--- src/rtl/stopwatch_counter.sv ---
// stopwatch_counter: debounced start/clear buttons drive a 0..9999 tick counter for the display stage.
// Latency: a press acts DEBOUNCE_CYCLES+3 edges after the raw level rises; number is registered with count.
// Backpressure: none; this is a free-running source and the display stage samples number every cycle.
//
// Ports:
//   clk        system clock, all logic on posedge
//   rst        synchronous active-high reset, highest priority
//   btn_start  raw start/pause pushbutton (high = pressed)
//   btn_clear  raw clear pushbutton (high = pressed)
//   btn_lap    raw lap pushbutton, present only with STOPWATCH_LAP_EN
//   number     current count 0..9999 (frozen while a lap hold is active)
//   running    high while in RUN
//   wrap       one-cycle pulse when the count rolls 9999 -> 0
//
// Optional feature macro: STOPWATCH_LAP_EN (lap hold of the displayed number).

// stopwatch_debounce: two-flop synchroniser + stability counter + rising-edge press pulse.
// Latency: level follows the raw input DEBOUNCE_CYCLES+2 edges after it settles; pulse one cycle later.
// Backpressure: none; o_press is a single-cycle strobe.
module stopwatch_debounce #(
  parameter int DEBOUNCE_CYCLES = 1_000_000
) (
  input  logic clk,
  input  logic rst,
  input  logic i_raw,
  output logic o_press
);

  // Counter only has to reach DEBOUNCE_CYCLES-1 before the level is accepted.
  localparam int CW = $clog2(DEBOUNCE_CYCLES);

  logic [1:0]    r_sync;
  logic [CW-1:0] r_cnt;
  logic          r_level;
  logic          r_level_prev;
  logic          w_s;

  assign w_s = r_sync[1];

  always_ff @(posedge clk) begin
    if (rst) begin
      r_sync       <= 2'b00;
      r_cnt        <= '0;
      r_level      <= 1'b0;
      r_level_prev <= 1'b0;
    end else begin
      r_sync       <= {r_sync[0], i_raw};
      r_level_prev <= r_level;
      if (w_s == r_level) begin
        r_cnt <= '0;
      end else if (r_cnt == CW'(DEBOUNCE_CYCLES - 1)) begin
        // This is the DEBOUNCE_CYCLES-th consecutive differing sample.
        r_level <= w_s;
        r_cnt   <= '0;
      end else begin
        r_cnt <= r_cnt + CW'(1);
      end
    end
  end

  assign o_press = r_level & ~r_level_prev;

endmodule

module stopwatch_counter #(
  parameter int CLK_HZ          = 100_000_000,
  parameter int TICK_HZ         = 100,
  parameter int DEBOUNCE_CYCLES = 1_000_000
) (
  input  logic        clk,
  input  logic        rst,
  input  logic        btn_start,
  input  logic        btn_clear,
`ifdef STOPWATCH_LAP_EN
  input  logic        btn_lap,
`endif
  output logic [13:0] number,
  output logic        running,
  output logic        wrap
);

  localparam int TICK_DIV = CLK_HZ / TICK_HZ;
  localparam int PW       = $clog2(TICK_DIV);

  typedef enum logic [1:0] {
    S_IDLE  = 2'd0,
    S_RUN   = 2'd1,
    S_PAUSE = 2'd2
  } state_t;

  state_t      r_state;
  state_t      w_state_next;
  logic        r_running;
  logic [PW-1:0] r_presc;
  logic [PW-1:0] w_presc_next;
  logic [13:0] r_count;
  logic [13:0] w_count_next;
  logic        r_wrap;
  logic        w_wrap_next;
  logic        w_tick;
  logic        w_start_p;
  logic        w_clear_p;

  stopwatch_debounce #(.DEBOUNCE_CYCLES(DEBOUNCE_CYCLES)) u_db_start (
    .clk     (clk),
    .rst     (rst),
    .i_raw   (btn_start),
    .o_press (w_start_p)
  );

  stopwatch_debounce #(.DEBOUNCE_CYCLES(DEBOUNCE_CYCLES)) u_db_clear (
    .clk     (clk),
    .rst     (rst),
    .i_raw   (btn_clear),
    .o_press (w_clear_p)
  );

  // State register; running is registered from the next state so it
  // changes on the same edge as the state itself.
  always_ff @(posedge clk) begin
    if (rst) begin
      r_state   <= S_IDLE;
      r_running <= 1'b0;
    end else begin
      r_state   <= w_state_next;
      r_running <= (w_state_next == S_RUN);
    end
  end

  // Next state: clear beats start when both pulse together.
  always_comb begin
    w_state_next = r_state;
    if (w_clear_p) begin
      w_state_next = S_IDLE;
    end else if (w_start_p) begin
      case (r_state)
        S_IDLE:  w_state_next = S_RUN;
        S_RUN:   w_state_next = S_PAUSE;
        S_PAUSE: w_state_next = S_RUN;
        default: w_state_next = S_IDLE;
      endcase
    end
  end

  // Prescaler/count advance is keyed on the current state only, so a start
  // pulse landing on a tick edge still applies that tick's increment.
  assign w_tick = (r_state == S_RUN) && (r_presc == PW'(TICK_DIV - 1));

  always_comb begin
    w_presc_next = r_presc;
    w_count_next = r_count;
    w_wrap_next  = 1'b0;
    if (w_clear_p) begin
      w_presc_next = '0;
      w_count_next = 14'd0;
    end else if (r_state == S_RUN) begin
      if (w_tick) begin
        w_presc_next = '0;
        if (r_count == 14'd9999) begin
          w_count_next = 14'd0;
          w_wrap_next  = 1'b1;
        end else begin
          w_count_next = r_count + 14'd1;
        end
      end else begin
        w_presc_next = r_presc + PW'(1);
      end
    end
  end

  always_ff @(posedge clk) begin
    if (rst) begin
      r_presc <= '0;
      r_count <= 14'd0;
      r_wrap  <= 1'b0;
    end else begin
      r_presc <= w_presc_next;
      r_count <= w_count_next;
      r_wrap  <= w_wrap_next;
    end
  end

`ifdef STOPWATCH_LAP_EN
  logic        w_lap_p;
  logic        r_hold;
  logic        w_hold_next;
  logic [13:0] r_number;
  logic [13:0] w_number_next;

  stopwatch_debounce #(.DEBOUNCE_CYCLES(DEBOUNCE_CYCLES)) u_db_lap (
    .clk     (clk),
    .rst     (rst),
    .i_raw   (btn_lap),
    .o_press (w_lap_p)
  );

  // While unheld r_number mirrors r_count, so keeping r_number on the edge
  // that sets the hold freezes the count value present on that edge.
  always_comb begin
    w_hold_next = r_hold;
    if (w_clear_p) begin
      w_hold_next = 1'b0;
    end else if (w_lap_p && (r_state == S_RUN)) begin
      w_hold_next = ~r_hold;
    end
    w_number_next = w_hold_next ? r_number : w_count_next;
  end

  always_ff @(posedge clk) begin
    if (rst) begin
      r_hold   <= 1'b0;
      r_number <= 14'd0;
    end else begin
      r_hold   <= w_hold_next;
      r_number <= w_number_next;
    end
  end

  assign number = r_number;
`else
  assign number = r_count;
`endif

  assign running = r_running;
  assign wrap    = r_wrap;

endmodule

--- config.mk ---
export PLATFORM = sky130hd
export DESIGN_NAME = stopwatch_counter
export DESIGN_NICKNAME = d
export VERILOG_FILES = /design/src/rtl/stopwatch_counter.sv
export SDC_FILE = /design/constraint.sdc
export NUM_CORES = 1
export LEC_CHECK = 0
export CORE_AREA = 2 2 87 89
export DETAILED_ROUTE_END_ITERATION = 6
export DIE_AREA = 0 0 89 91
export GPL_TIMING_DRIVEN = 0
export PLACE_DENSITY = 0.81
export SLEW_MARGIN = 25
export SYNTH_ARGS = -nofsm -noshare
export SYNTH_HDL_FRONTEND = slang
export SYNTH_SLANG_ARGS = --single-unit
--- constraint.sdc ---
create_clock -name clk -period 2.2 [get_ports clk]
set_input_delay 0.33 -clock clk [delete_from_list [all_inputs] [get_ports clk]]
set_output_delay 0.33 -clock clk [all_outputs]
set_load 0.02 [all_outputs]
==> flow_metrics.env, run 1 <==
export IMPL_status="finished, final reports clean"
export IMPL_worstSetupPathType="reg -> reg"
export IMPL_synth_area_leaders="dfxtp_1, nor2_1, xnor2_1"
export IMPL_worstMarginPinSlew_ns=0.477
export IMPL_drcViolationCount=0
export IMPL_placed_area_um2=4110
export IMPL_numCtsBuffers=9
export IMPL_maxCapViolations=0
export IMPL_yosys_area_top_type_share=0.454
export IMPL_nNetsFinal=476
export IMPL_drt_total_wl_mm=7.36
export IMPL_synthCells=438
export IMPL_vias_per_cell=5.40
export IMPL_cts_buffer_depth=2
export IMPL_ir_worst_vdd_v=0.000409
export IMPL_dpl_worst_slack_ns=0.0708
export IMPL_cts_tree="built"
export IMPL_io_buffers=19
export IMPL_crit_arrival_ns=2.36
export IMPL_vias=3084
export IMPL_fin_setup_tns_ns=0
export IMPL_layout_setup_ws_ns=0.121
export IMPL_grt_max_degree=13
export IMPL_fillers=637
export IMPL_avgSynthCellArea_um2=8.66
export IMPL_p_per_area_nw_per_um2=598
export IMPL_layout_common_cells="dfxtp_1, nor2_1, xnor2_1, nand3_1, xor2_1"
export IMPL_holdCritPathClass="reg -> reg"
export IMPL_relSlewSlack=0.682
export IMPL_endpoint_kind="flip-flop"
export IMPL_routabilityCongestion=0.862
export IMPL_drtAntennaViolNets=0
export IMPL_ios=20
export IMPL_grt_pass1_vias=2871
export IMPL_drt_initial_drc_count=98
export IMPL_finalCritPeriodShare=0.945
export IMPL_area_delta_synth_final_pct=13.6
export IMPL_ys_seq_elements=86
export IMPL_die_area_um2=8100
export IMPL_slew_violations=0
export IMPL_final_util=0.603
export IMPL_grt_pass1_wl_mm=12.5
export IMPL_p_total_w=0.00258
export IMPL_path_max_fanout=10
export IMPL_root_buffer="clkbuf_8"
export IMPL_clk_pin_slew_ns=0.08
export IMPL_fin_skew_ns=0.00890
export IMPL_clock_latency_ns=0.36
export IMPL_seq_area_frac_synth=0.454
export IMPL_synth_distinct_cells=39
export IMPL_start_kind="flip-flop"
export IMPL_dr_pass1_iters=4
export IMPL_max_freq_mhz=481
export IMPL_final_area_um2=4310
export IMPL_grt_ovfl_total=0
export IMPL_drive_above_1_share=0.0636
export IMPL_period_needed_ns=2.08
export IMPL_floorplan_initialDensity=0.531
export IMPL_final_common_cell="dfxtp_1"
export IMPL_htreeDepth=3
export IMPL_coreArea_um2=7140
export IMPL_antenna_found_initial=0
export IMPL_required_ns=2.49
export IMPL_routedWlPerCell_um=12.9
export IMPL_netlist_area_um2=3790
export IMPL_dieHeight_um=91
export IMPL_synth_top_cell_by_area="dfxtp_1"
export IMPL_hold_viol=0
export IMPL_antenna_diode_count=0
export IMPL_postCtsHoldBufs=0
export IMPL_yosysWarnings=0
export IMPL_rows=31
export IMPL_setup_viol=0
export IMPL_grtUsageTotal=0.193
export IMPL_fp_dieW_um=89
export IMPL_dp_final_hpwl_mm=5.08
export IMPL_cts_sinks=86
export IMPL_p_leak_nw=1.34
export IMPL_synth_fp_nets=446
-- layout make-up --
| type | count | area, µm² | area share |
|---|---|---|---|
| clock inverters | 1 | 5.00 | 0.00116 |
| inverters | 12 | 45.0 | 0.0105 |
| repair buffers | 20 | 198 | 0.0459 |
| clock buffers | 14 | 163 | 0.0378 |
| multi-input cells | 325 | 1980 | 0.460 |
| well taps | 99 | 124 | 0.0288 |
| flip-flops and latches | 86 | 1720 | 0.400 |
| plain buffers | 14 | 67.6 | 0.0157 |
-- per-stage QoR --
stage	hold slack, ns	cells
after floorplan	0.414	438
after global placement	0.421	556
after detailed placement	0.444	556
after CTS	0.458	571
after global routing	0.469	571
final	0.454	571
-- what timing repair did --
action | CTS | global route
setup buffers | 0 | 1
resized for setup | 0 | 7
setup endpoints to repair | 0 | 47
-- worst max-delay path, cell delays in order, from the launching register on --
cell,delay (ns)
dfxtp_2,0.36
nor4_2,0.28
nand4_1,0.24
or2_4,0.34
buf_6,0.14
or4_1,0.49
a21oi_1,0.15
-- worst paths after layout --
check	startpoint	to	slack (ns)	cells past startpoint
setup / recovery	r_presc[6]	number[12]	0.12	6
hold / removal	u_db_start.r_sync[0]	u_db_start.r_sync[1]	0.45	1
setup reg to reg	r_presc[6]	number[12]	0.12	6
hold reg to reg	u_db_start.r_sync[0]	u_db_start.r_sync[1]	0.45	1
-- cell families (layout without fill, tap and decap cells) --
group	after synthesis	after routing	synth area share
buffers and inverters	27	61	0.0304
flip-flops	86	86	0.454
multiplexers	5	5	0.0135
adder cells (fa/ha/maj)	4	4	0.0132
AND/OR/NAND/NOR	226	226	0.310
XOR/XNOR	58	58	0.134
AO/OA/AOI/OAI	32	32	0.0452
-- where the power goes --
group           total, W  internal [W]  leakage, nW  switching [W]
clock           0.000979      0.000466       0.0865       0.000513
combinational  0.0000361     0.0000129        0.563      0.0000233
sequential       0.00156       0.00156        0.694     0.00000267
-- synth_stat cells, drive strengths merged --
library cell / count
nand4: 21
or4: 7
xor2: 25
nand3b: 3
and3: 9
clkbuf: 9
nand2b: 1
nand2: 19
and4bb: 2
nor2: 83
xnor2: 33
dfxtp: 86
or2: 2
nand3: 28
ha: 4
nor2b: 9
nor3: 13
inv: 12
and2b: 1
and4: 6
o21ai: 10
and2: 3
a41oi: 1
mux2: 1
a21oi: 17
a21o: 1
mux2i: 4
buf: 6
or2b: 1
or3: 4
o31ai: 1
nand4b: 3
nor4b: 2
a31oi: 2
nor4: 8
and4b: 1
-- flip-flops by register name (all words and copies together), names as in the netlist --
signal / count
r_presc: 20
u_db_start.r_cnt: 20
u_db_start.r_level: 1
running: 1
u_db_clear.r_sync: 2
number: 14
u_db_clear.r_level_prev: 1
u_db_start.r_sync: 2
wrap: 1
u_db_clear.r_level: 1
u_db_start.r_level_prev: 1
u_db_clear.r_cnt: 20
r_state: 2
-- per-layer routing --
| layer | part of all wire | track usage |
|---|---|---|
| met1 | 0.47 | 0.247 |
| met2 | 0.47 | 0.307 |
| met3 | 0.036 | 0.0318 |
| met4 | 0.024 | 0.102 |
| met5 | 0 | 0 |
No activity file was read; power rests on OpenSTA's default activity.
==> inputs of run 2 (changes only) <==
--- a/config.mk
+++ b/config.mk
@@ -10,6 +10,7 @@
 export DIE_AREA = 0 0 89 91
 export GPL_TIMING_DRIVEN = 0
 export PLACE_DENSITY = 0.81
+export SKIP_LAST_GASP = 1
 export SLEW_MARGIN = 25
 export SYNTH_ARGS = -nofsm -noshare
 export SYNTH_HDL_FRONTEND = slang
==> results of run 2 <==
The final DEF is identical to that of run 1; final timing and power are the same.
==> inputs of run 3 (changes only) <==
--- a/config.mk
+++ b/config.mk
@@ -8,7 +8,7 @@
 export CORE_AREA = 2 2 87 89
 export DETAILED_ROUTE_END_ITERATION = 6
 export DIE_AREA = 0 0 89 91
-export GPL_TIMING_DRIVEN = 0
+export GPL_TIMING_DRIVEN = 1
 export PLACE_DENSITY = 0.81
 export SKIP_LAST_GASP = 1
 export SLEW_MARGIN = 25
==> run 3 against run 2 <==
  * Sequential power is essentially flat
  * Flip-flop and latch count is the same
  * First-iteration DRC count is 43% higher
  * Maximum frequency grew 4.0%
  * Critical endpoint is now number[6]
==> flow_metrics.env, run 3 (synthesis results as in run 1) <==
export IMPL_multi_input_area_um2=1960
export IMPL_worstMarginPinSlew_ns=0.518
export IMPL_drcViolationCount=0
export IMPL_cp_cell_sequence="and2b_1 -> nand3_1 -> or2_4 -> or4_1 -> a21oi_1"
export IMPL_grt_pass1_vias=3040
export IMPL_hold_viol=0
export IMPL_worstSetupPathType="reg -> reg"
export IMPL_grt_ovfl_total=0
export IMPL_r2r_start="r_state[0]"
export IMPL_final_area_um2=4300
export IMPL_nNetsFinal=470
export IMPL_dr_pass1_iters=4
export IMPL_drtAntennaViolNets=0
export IMPL_io_buffers=19
export IMPL_root_buffer="clkbuf_8"
export IMPL_min_path_cells=1
export IMPL_cts_buffer_depth=2
export IMPL_status="finished, final reports clean"
export IMPL_cts_sinks=86
export IMPL_drt_total_wl_mm=7.42
export IMPL_regArea_um2=1720
export IMPL_placed_area_um2=4100
export IMPL_routedWlPerCell_um=13.1
export IMPL_vias_per_cell=5.43
export IMPL_final_common_cell="dfxtp_1"
export IMPL_maxCapViolations=0
export IMPL_switching_share=0.206
export IMPL_ir_worst_vdd_v=0.000383
export IMPL_fp_dieW_um=89
export IMPL_dieHeight_um=91
export IMPL_vias=3070
export IMPL_antenna_found_initial=0
export IMPL_fin_skew_ns=0.00592
export IMPL_max_freq_mhz=500
export IMPL_required_ns=2.48
export IMPL_reg2reg_setup_slack_ns=0.20
export IMPL_p_clk_frac=0.403
export IMPL_htreeDepth=3
export IMPL_cts_setup_buffers=0
export IMPL_period_needed_ns=2.00
export IMPL_ios=20
export IMPL_internal_power_w=0.00212
export IMPL_numCtsBuffers=9
export IMPL_p_per_area_nw_per_um2=622
export IMPL_grt_max_degree=23
export IMPL_dp_final_hpwl_mm=5.14
export IMPL_rows=31
export IMPL_floorplan_initialDensity=0.531
export IMPL_worst_path_max_delay_cell="or4_1"
export IMPL_holdCritPathClass="reg -> reg"
export IMPL_p_leak_nw=1.35
export IMPL_r2r_end="number[6]"
export IMPL_grt_pass1_wl_mm=13.2
export IMPL_hold_ws_ns=0.438
export IMPL_coreArea_um2=7140
export IMPL_drt_initial_drc_count=140
export IMPL_crit_arrival_ns=2.28
export IMPL_grtUsageTotal=0.202
export IMPL_pwr_share_seq=0.584
export IMPL_cts_tree="built"
export IMPL_r2r_worst_path_cells=5
export IMPL_antenna_diode_count=0
export IMPL_clock_latency_ns=0.35
export IMPL_slew_violations=0
export IMPL_power_switching_w=0.000551
export IMPL_setup_viol=0
export IMPL_layout_common_cells="dfxtp_1, nor2_1, xnor2_1, nand3_1, xor2_1"
export IMPL_p_comb_frac=0.013
export IMPL_reg_top3="r_presc x20, u_db_clear.r_cnt x20, u_db_start.r_cnt x20"
export IMPL_slowest_delay_ns=0.53
export IMPL_start_kind="flip-flop"
export IMPL_clk_pin_slew_ns=0.08
export IMPL_endpoint_kind="flip-flop"
export IMPL_critPathLaunch="r_state[0]"
export IMPL_rsz0062_at_grt="no"
export IMPL_die_area_um2=8100
export IMPL_path_max_fanout=22
export IMPL_fin_setup_tns_ns=0
export IMPL_routabilityCongestion=0.871
export IMPL_area_delta_synth_final_pct=13.3
export IMPL_drive_above_1_share=0.0622
export IMPL_fillers=641
export IMPL_finalCritPeriodShare=0.909
export IMPL_crit_end="number[6]"
export IMPL_relSlewSlack=0.651
==> run 3: cell types whose count changed in the layout (fill, tap and decap cells not counted), sizes merged <==
| cell | delta |
|---|---|
| bufinv | +1 |
| clkinvlp | +2 |
| clkbuf | -10 |
| buf | +2 |
| clkinv | -1 |
==> run 3: timing repair <==
action | CTS | global route
hold buffers | 0 | 0
setup endpoints to repair | 0 | 13
gates resized for setup | 0 | 1
==> run 3: worst min path at each step <==
stage	startpoint	endpoint	slack, ns
6_report	u_db_start.r_sync[0]	u_db_start.r_sync[1]	0.44
5_1_grt	u_db_start.r_sync[0]	u_db_start.r_sync[1]	0.46
4_1_cts	u_db_start.r_sync[0]	u_db_start.r_sync[1]	0.45
3_5_place_dp	u_db_start.r_sync[0]	u_db_start.r_sync[1]	0.43
3_3_place_gp	u_db_start.r_sync[0]	u_db_start.r_sync[1]	0.42
2_1_floorplan	u_db_clear.r_sync[0]	u_db_clear.r_sync[1]	0.41
==> run 3: final cells by class <==
cell class | count | share of cell area
inverters | 12 | 0.0105
multi-input cells | 325 | 0.456
flip-flops and latches | 86 | 0.401
clock inverters | 3 | 0.0105
clock buffers | 12 | 0.0338
repair buffers | 28 | 0.0600
well taps | 99 | 0.0288
==> run 3: routing by layer <==
layer / part of all wire / GRT usage / vias to the layer above
met5: 0 / 0 / -
met4: 0.012 / 0.0871 / 0
met3: 0.029 / 0.0582 / 6
met2: 0.50 / 0.326 / 40
met1: 0.46 / 0.247 / 1465
li1: - / - / 1559
==> run 3: critical path: cells and delay by family (launching register included) <==
| family | cells | cell delay, ns |
|---|---|---|
| DFF | 1 | 0.45 |
| AOI/OAI and AO/OA | 1 | 0.16 |
| and+or+nand+nor | 4 | 1.32 |
==> run 3: power groups by stage <==
stage / registers, W / logic, W / clock network [W]
CTS: 0.00156 / 0.0000340 / 0.00111
global route: 0.00156 / 0.0000378 / 0.00117
global placement: 0.00160 / 0.0000331 / 0
detailed placement: 0.00160 / 0.0000338 / 0
floorplan: 0.00160 / 0.0000229 / 0
finish: 0.00156 / 0.0000335 / 0.00108
==> run 3: stage by stage <==
step           instances  power, W  utilization  worst slack [ns]
2_1_floorplan        438   0.00162            -             0.337
3_3_place_gp         550   0.00163        0.575             0.234
3_5_place_dp         550   0.00163        0.575             0.195
4_1_cts              565   0.00270        0.602             0.173
5_1_grt              565   0.00277        0.602            0.0318
6_report             565   0.00267        0.602             0.201
